### config.mk
export PLATFORM = sky130hd
export DESIGN_NAME = gf180mcu_fd_sc_mcu7t5v0__bufpipe
export DESIGN_NICKNAME = d
export VERILOG_FILES = /design/src/rtl/gf180mcu_fd_sc_mcu7t5v0__bufpipe.sv
export SDC_FILE = /design/constraint.sdc
export NUM_CORES = 1
export LEC_CHECK = 0
export ABC_AREA = 1
export CORE_AREA = 2 2 39 41
export CTS_BUF_LIST = sky130_fd_sc_hd__clkbuf_8
export CTS_CLUSTER_DIAMETER = 120
export DETAILED_ROUTE_END_ITERATION = 8
export DIE_AREA = 0 0 41 43
export GPL_TIMING_DRIVEN = 0
export SYNTH_ARGS = -nofsm -noshare
export SYNTH_HDL_FRONTEND = slang
export SYNTH_SLANG_ARGS = --single-unit
### constraint.sdc
create_clock -name CLK -period 1.6 [get_ports CLK]
set_input_delay 0.32 -clock CLK [delete_from_list [all_inputs] [get_ports CLK]]
set_output_delay 0.32 -clock CLK [all_outputs]
set_load 0.02 [all_outputs]
### src/rtl/gf180mcu_fd_sc_mcu7t5v0__bufpipe.sv
// Elastic registered retiming buffer: WIDTH-bit words through DEPTH stages.
// Optional COUNT port under GF180MCU_FD_SC_MCU7T5V0__BUFPIPE_COUNT_EN.
module gf180mcu_fd_sc_mcu7t5v0__bufpipe #(
  parameter int WIDTH = 1,
  parameter int DEPTH = 2
) (
  input  logic             CLK,
  input  logic             RST,
  input  logic [WIDTH-1:0] I,
  input  logic             I_VALID,
  output logic             I_READY,
  output logic [WIDTH-1:0] Z,
  output logic             Z_VALID,
`ifdef GF180MCU_FD_SC_MCU7T5V0__BUFPIPE_COUNT_EN
  output logic [$clog2(DEPTH+1)-1:0] COUNT,
`endif
  input  logic             Z_READY
);

  logic [WIDTH-1:0] d [DEPTH];
  logic [DEPTH-1:0] v;
  logic [DEPTH-1:0] adv;

  // Ready ripples back from the output; a bubble anywhere downstream frees k.
  always_comb begin
    logic a;
    adv = '0;
    a = v[DEPTH-1] ? Z_READY : 1'b1;
    adv[DEPTH-1] = a;
    for (int k = DEPTH - 2; k >= 0; k--) begin
      a = !v[k+1] || a;
      adv[k] = a;
    end
  end

  assign I_READY = adv[0];
  assign Z       = d[DEPTH-1];
  assign Z_VALID = v[DEPTH-1];

  always_ff @(posedge CLK) begin
    if (RST) begin
      v <= '0;
      for (int k = 0; k < DEPTH; k++) begin
        d[k] <= '0;
      end
    end else begin
      if (adv[0]) begin
        v[0] <= I_VALID;
        if (I_VALID) begin
          d[0] <= I;
        end
      end
      for (int k = 1; k < DEPTH; k++) begin
        if (adv[k]) begin
          v[k] <= v[k-1];
          if (v[k-1]) begin
            d[k] <= d[k-1];
          end
        end
      end
    end
  end

`ifdef GF180MCU_FD_SC_MCU7T5V0__BUFPIPE_COUNT_EN
  localparam int CW = $clog2(DEPTH + 1);

  logic push;
  logic pop;

  assign push = I_VALID && I_READY;
  assign pop  = Z_VALID && Z_READY;

  always_ff @(posedge CLK) begin
    if (RST) begin
      COUNT <= '0;
    end else begin
      unique case ({push, pop})
        2'b10:   COUNT <= COUNT + CW'(1);
        2'b01:   COUNT <= COUNT - CW'(1);
        default: COUNT <= COUNT;
      endcase
    end
  end
`endif

endmodule

== Word-level counts from Yosys, hierarchy flattened ==
Memory sizes are Yosys's and may differ from the RTL's.
Cells that the tools add are included.

* Add/sub/neg operators: 0
* Multiply operators: 0
* Divide/modulo/power cells: 0
* $lt $le $gt $ge: 0
* Equal/unequal tests: 0
* Shift-type cells: 0
* Mux-type cells: 13
* Bitwise operators: 2
* Reduce and logical (&&, ||, !) cells: 2

{| class="wikitable"
|+ Operators with widths
! cell !! number
|-
| $mux 1 || 13
|-
| $or 1x1->1 || 2
|-
| $logic_not 1->1 || 1
|-
| $logic_or 1x1->1 || 1
|}

* Flip-flop bits (word level): 2
* Bits in latches: 0
* Bits in writable memories: 2
* Bits in read-only memories: 0
* Input port bits: 5
* Output and inout bits: 3
* Word-level logic and storage cells: 20
* Memories kept: 1

{| class="wikitable"
|+ Memories
! memory !! words !! width !! rd ports !! clocked after Yosys merged registers in !! wr ports !! RTL line !! source
|-
| d || 2 || 1 || 2 || 0 || 2 || 20 || <nowiki>logic [WIDTH-1:0] d [DEPTH];</nowiki>
|}

== Logic depth before layout (Yosys ltp) ==
Gate-level depths: netlist (run 1).

* Word-level depth: 6
* Gate-level depth with buffers: 4
* Mapped depth without buffers: 4

== Worst setup path before layout (run 1) ==
Ideal clock, no wire load.

* Path kind: register to register
* Start: register v[1]
* End: memory d[0][0] (data pin)
* Setup time: 0.256 ns
* Arrival time: 0.771 ns
* Required time: 1.344 ns
* Path slack: 0.573 ns
* Cell stages (with the launch flop): 4
* Path buffers: 0
* Clock period less this slack: 1.027 ns
* Cells stage by stage: dfxtp_1 > nand2_2 > o211ai_2 > nor2_1

{| class="wikitable"
|+ RTL lines
! what !! RTL line !! source
|-
| start: declaration || 21 || <nowiki>logic [DEPTH-1:0] v;</nowiki>
|-
| start signal: indexed assignment || 55 || <nowiki>v[k] <= v[k-1];</nowiki>
|-
| end: declaration || 20 ||
|}

== Worst setup path after layout (run 1) ==
* Start: register v[1]
* End: output port Z_VALID

{| class="wikitable"
|+ RTL lines
! what !! RTL line !! source
|-
| end: declaration || 13 || <nowiki>output logic Z_VALID,</nowiki>
|}

No word-level cell between the ends.

==> results.sh, run 1 <==
export IMPL_fin_crit_ns=1.49
export IMPL_gp_congestion=0.623
export IMPL_routedWlPerCell_um=6.75
export IMPL_total_power_mw=0.376
export IMPL_hold_viol_final=0
export IMPL_synth_most_common_cell="inv_1"
export IMPL_cp_data_required_time_ns=1.28
export IMPL_synth_top_area_share_pct=32.4
export IMPL_p_sw_mw=0.0756
export IMPL_numCtsBuffers=3
export IMPL_path_clk_slew_ns=0.03
export IMPL_clockRootBuffer="clkbuf_8"
export IMPL_cts_max_level=1
export IMPL_slew_violations=0
export IMPL_n_fill_cell=167
export IMPL_synth_fp_nets=26
export IMPL_design_area_um2=315
export IMPL_cts_hold_buf=0
export IMPL_fmax_ghz=0.673
export IMPL_tightest_slew_ns=0.209
export IMPL_cellPowerDensity_nw_per_um2=1190
export IMPL_placed_area_um2=275
export IMPL_fin_util_pct=22.8
export IMPL_synth_area_um2=185
export IMPL_wl_um=324
export IMPL_path_cells="clkdlybuf4s50_1"
export IMPL_avgSynthCellArea_um2=8.82
export IMPL_initial_core_util_pct=13.4
export IMPL_die_area_um2=1760
export IMPL_antenna_found_initial=0
export IMPL_rsz0062_at_grt="no"
export IMPL_internal_power_mw=0.301
export IMPL_synth_commonest_cells="6 x inv_1, 3 x nor2_1"
export IMPL_endpoint_kind="primary output"
export IMPL_setup_viol=0
export IMPL_irDropWorstVdd_v=0.000211
export IMPL_hold_slack_ns=0.494
export IMPL_track_usage_pct=5.83
export IMPL_fp_dieW_um=41
export IMPL_drc=0
export IMPL_io_pins=8
export IMPL_power_share_sequential_pct=31.8
export IMPL_relSlewSlack_pct=86.0
export IMPL_synthArstFlopShare_pct=0
export IMPL_seq_area_frac_synth_pct=54.1
export IMPL_path_delay_family="buffers and inverters"
export IMPL_dp_cells=44
export IMPL_cts_buffer_depth=2
export IMPL_ys_seq_elements=4
export IMPL_finClkSkew_ns=0.00621
export IMPL_startpoint_type="register"
export IMPL_clk_latency_ns=0.22
export IMPL_status="finished clean"
export IMPL_crit_arrival_ns=1.17
export IMPL_postRouteAntennaNets=0
export IMPL_final_cells=48
export IMPL_grt_ovfl_total=0
export IMPL_grt_pass1_vias=178
export IMPL_core_area_um2=1380
export IMPL_firstDrtPassIters=1
export IMPL_period_share_pct=92.9
export IMPL_synthCells=21
export IMPL_nNetsFinal=38
export IMPL_critPathMaxFanout=3
export IMPL_cap_violations=0
export IMPL_synth_edff_count=2
export IMPL_antenna_cells=0
export IMPL_vias=166
export IMPL_p_sw_share_pct=20.1
export IMPL_grt_pass1_wl_um=586
export IMPL_first_iter_violations=0
export IMPL_worst_path_max_delay_cell="clkdlybuf4s50_1"
export IMPL_synth_area_top_cells="edfxtp_1 32%, dfxtp_1 22%, inv_1 12%"
export IMPL_hp_class="reg -> reg"
export IMPL_cp_buffers_inverters=1
export IMPL_synth_area_leader_cell="edfxtp_1"
export IMPL_area_growth_pct=70.3
export IMPL_vias_per_cell=3.46
export IMPL_drive_above_1_share_pct=25.0
export IMPL_path_class="reg -> out"
export IMPL_fp_row_count=14
export IMPL_cts_sinks=4
export IMPL_p_leak_nw=0.136
export IMPL_synth_cell_types=10
export IMPL_slowest_delay_ns=0.61
export IMPL_synth_ff_type="edfxtp_1"
export IMPL_synth_warnings=0
export IMPL_numPortBuffers=7
export IMPL_grt_max_degree=5
export IMPL_die_h_um=43
export IMPL_p_comb_share_pct=10.7
export IMPL_cts_tree="done"
export IMPL_pwr_share_clk_pct=57.5
-- per-layer routing --
metal	vias up	wire (um)	global-route usage, %
met4	0	12	12.0
met1	73	109	3.87
met3	2	24	1.57
met5	-	0	0
li1	85	-	-
met2	6	178	7.81
-- timing repair --
item / in CTS / in global routing
cloned: 0 / 0
buffers inserted: 0 / 0
hold endpoints to repair: 0 / 0
resized for setup: 2 / 1
setup endpoints to repair: 1 / 1
-- power by group through the flow --
stage	Sequential [mW]	Combinational, mW	Clock (mW)
after global routing	0.121	0.0456	0.231
after CTS	0.120	0.0414	0.225
final	0.120	0.0404	0.216
after detailed placement	0.121	0.0417	0
after floorplan	0.125	0.0153	0
after global placement	0.121	0.0415	0
-- layout make-up --
cell class / count / area (um2) / area share [%]
clock buffers: 3 / 41.3 / 13.1
clock inverters: 1 / 3.75 / 1.19
inverters: 6 / 22.5 / 7.14
multi-input cells: 11 / 62.6 / 19.8
flip-flops and latches: 4 / 100 / 31.7
well taps: 16 / 20.0 / 6.35
repair buffers: 7 / 65.1 / 20.6
-- worst reg2reg max path, delay by kind of cell, from the launching register on --
family	cells	cell delay [ns]
buf+inv	1	0.06
compound gates	1	0.18
flops	1	0.35
-- kinds of logic after synthesis --
kind of cell | synth area share [%]
and+or+nand+nor | 16.9
buffers and inverters | 12.2
AOI/OAI and AO/OA | 16.9
DFF | 54.1
-- per-stage QoR --
| step | TNS (ns) | worst slack, ns |
|---|---|---|
| global route | 0 | 0.0627 |
| global placement | -0.273 | -0.273 |
| CTS | 0 | 0.00988 |
| floorplan | 0 | 0.573 |
| finish | 0 | 0.113 |
| detailed placement | -0.288 | -0.288 |
-- flip-flops by register name, summed over array words and instances (netlist names) --
| signal | flops |
|---|---|
| d | 2 |
| v | 2 |
-- layout by cell type (no fill, tap or decap) --
master and count:
a21oi_1 1, clkbuf_2 1, edfxtp_1 2, nand2_2 2, o211ai_2 1, o21ai_0 1, nor2_1 3, clkdlybuf4s50_1 6
dfxtp_1 2, clkbuf_8 3, inv_1 7, a21oi_2 1, nand2_1 2
-- worst paths after layout --
check                          from                     to  slack, ns  cells after the start
hold reg to reg   v[0]$_SDFFE_PP0P_      v[1]$_SDFFE_PP0P_       0.49                      2
hold / removal    v[0]$_SDFFE_PP0P_      v[1]$_SDFFE_PP0P_       0.49                      2
setup reg to reg  v[0]$_SDFFE_PP0P_  d[0][1]$_SDFFCE_PN0P_       0.71                      2
setup / recovery  v[1]$_SDFFE_PP0P_                Z_VALID       0.11                      1
No activity file was read; power rests on OpenSTA's default activity.
==> run 2, diff against run 1 <==
Settings changed: PLACE_DENSITY set to 0.38.
==> run 2 against run 1 <==
Net effect:
- global-route usage increased by 0.51 points
- flip-flop and latch count unchanged
- count of clock-buffer cells in the layout unchanged
- maximum frequency decreased by 1.8%
- power up 1.2%
==> results.sh, run 2 (synthesized netlist as in run 1, its figures left out) <==
export IMPL_io_pins=8
export IMPL_top_regs="d x2, v x2"
export IMPL_fin_crit_ns=1.51
export IMPL_grt_max_degree=5
export IMPL_path_clk_slew_ns=0.03
export IMPL_cp_buffers_inverters=1
export IMPL_relSlewSlack_pct=86.1
export IMPL_path_delay_family="buffers and inverters"
export IMPL_grt_ovfl_total=0
export IMPL_nNetsFinal=38
export IMPL_p_sw_mw=0.0798
export IMPL_hold_viol_final=0
export IMPL_endpoint_kind="primary output"
export IMPL_rsz0062_at_grt="no"
export IMPL_clockRootBuffer="clkbuf_8"
export IMPL_cts_tree="done"
export IMPL_routedWlPerCell_um=8.02
export IMPL_dp_cells=44
export IMPL_power_share_sequential_pct=31.5
export IMPL_gp_congestion=0.632
export IMPL_p_comb_share_pct=10.8
export IMPL_path_cells="clkdlybuf4s50_1"
export IMPL_antenna_cells=0
export IMPL_tightest_slew_ns=0.207
export IMPL_vias_per_cell=3.58
export IMPL_clk_latency_ns=0.22
export IMPL_placed_area_um2=275
export IMPL_path_class="reg -> out"
export IMPL_status="finished clean"
export IMPL_drive_above_1_share_pct=25.0
export IMPL_cts_sinks=4
export IMPL_area_growth_pct=70.3
export IMPL_cts_hold_buf=0
export IMPL_period_share_pct=94.6
export IMPL_track_usage_pct=6.34
export IMPL_cp_data_required_time_ns=1.28
export IMPL_grt_pass1_wl_um=648
export IMPL_crit_arrival_ns=1.19
export IMPL_slew_violations=0
export IMPL_vias=172
export IMPL_cts_max_level=1
export IMPL_p_sw_share_pct=20.9
export IMPL_drc=0
export IMPL_firstDrtPassIters=2
export IMPL_pwr_share_clk_pct=57.7
export IMPL_wl_um=385
export IMPL_grt_pass1_vias=158
export IMPL_irDropWorstVdd_v=0.000424
export IMPL_core_area_um2=1380
export IMPL_postRouteAntennaNets=0
export IMPL_final_common_cell="inv_1"
export IMPL_cts_buffer_depth=2
export IMPL_die_area_um2=1760
export IMPL_internal_power_mw=0.301
export IMPL_initial_core_util_pct=13.4
export IMPL_n_fill_cell=151
export IMPL_startpoint_type="register"
export IMPL_finClkSkew_ns=0.00616
export IMPL_final_cells=48
export IMPL_setup_viol=0
export IMPL_slowest_delay_ns=0.62
export IMPL_fmax_ghz=0.661
export IMPL_design_area_um2=315
export IMPL_numCtsBuffers=3
export IMPL_critPathMaxFanout=3
export IMPL_die_h_um=43
export IMPL_numPortBuffers=7
export IMPL_cellPowerDensity_nw_per_um2=1210
export IMPL_fp_dieW_um=41
export IMPL_worst_path_max_delay_cell="clkdlybuf4s50_1"
export IMPL_fp_row_count=14
export IMPL_cap_violations=0
export IMPL_hp_class="reg -> reg"
export IMPL_layout_common_cells="7 x inv_1, 6 x clkdlybuf4s50_1, 3 x nor2_1, 3 x clkbuf_8"
export IMPL_first_iter_violations=3
export IMPL_antenna_found_initial=0
export IMPL_p_leak_nw=0.136
run 2: per-layer routing:
| metal | wire, um | track usage [%] | vias up |
|---|---|---|---|
| li1 | - | - | 87 |
| met3 | 51 | 6.28 | 0 |
| met1 | 150 | 6.15 | 74 |
| met4 | 0 | 6.00 | 0 |
| met2 | 183 | 7.19 | 11 |
| met5 | 0 | 0 | - |
run 2: repair_timing:
item | CTS | global route
pin swaps | 0 | 0
buffers inserted | 0 | 0
gates resized for setup | 2 | 1
endpoints found under the setup margin | 1 | 1
run 2: worst paths after layout:
path / startpoint / end / slack [ns] / cells past startpoint
worst max-delay path: v[1]$_SDFFE_PP0P_ / Z_VALID / 0.09 / 1
worst min-delay path: v[0]$_SDFFE_PP0P_ / v[0]$_SDFFE_PP0P_ / 0.49 / 2
worst max register to register: v[0]$_SDFFE_PP0P_ / d[0][1]$_SDFFCE_PN0P_ / 0.67 / 2
worst min register to register: v[0]$_SDFFE_PP0P_ / v[0]$_SDFFE_PP0P_ / 0.49 / 2
run 2: final cells by class:
type / instances / area (um2) / share of cell area [%]
Tap cell: 16 / 20.0 / 6.35
Multi-Input combinational cell: 11 / 62.6 / 19.8
Clock inverter: 1 / 3.75 / 1.19
Clock buffer: 3 / 41.3 / 13.1
Inverter: 6 / 22.5 / 7.14
Timing Repair Buffer: 7 / 65.1 / 20.6
Sequential cell: 4 / 100 / 31.7
run 2: power by group through the flow:
stage | logic (mW) | registers, mW | clock network (mW)
finish | 0.0411 | 0.120 | 0.220
global route | 0.0449 | 0.121 | 0.239
CTS | 0.0420 | 0.120 | 0.227
detailed placement | 0.0422 | 0.121 | 0
global placement | 0.0416 | 0.121 | 0
floorplan | 0.0153 | 0.125 | 0
run 2: per-stage QoR:
stage / hold slack (ns) / power [mW] / setup slack, ns / utilization, % / TNS, ns
after global routing: 0.507 / 0.404 / 0.0327 / 22.8 / 0
after global placement: 0.487 / 0.163 / -0.275 / 19.9 / -0.275
after CTS: 0.494 / 0.389 / 0.0122 / 23.1 / 0
after detailed placement: 0.488 / 0.164 / -0.280 / 19.9 / -0.280
final: 0.494 / 0.381 / 0.0862 / 22.8 / 0
after floorplan: 0.382 / 0.141 / 0.573 / - / 0
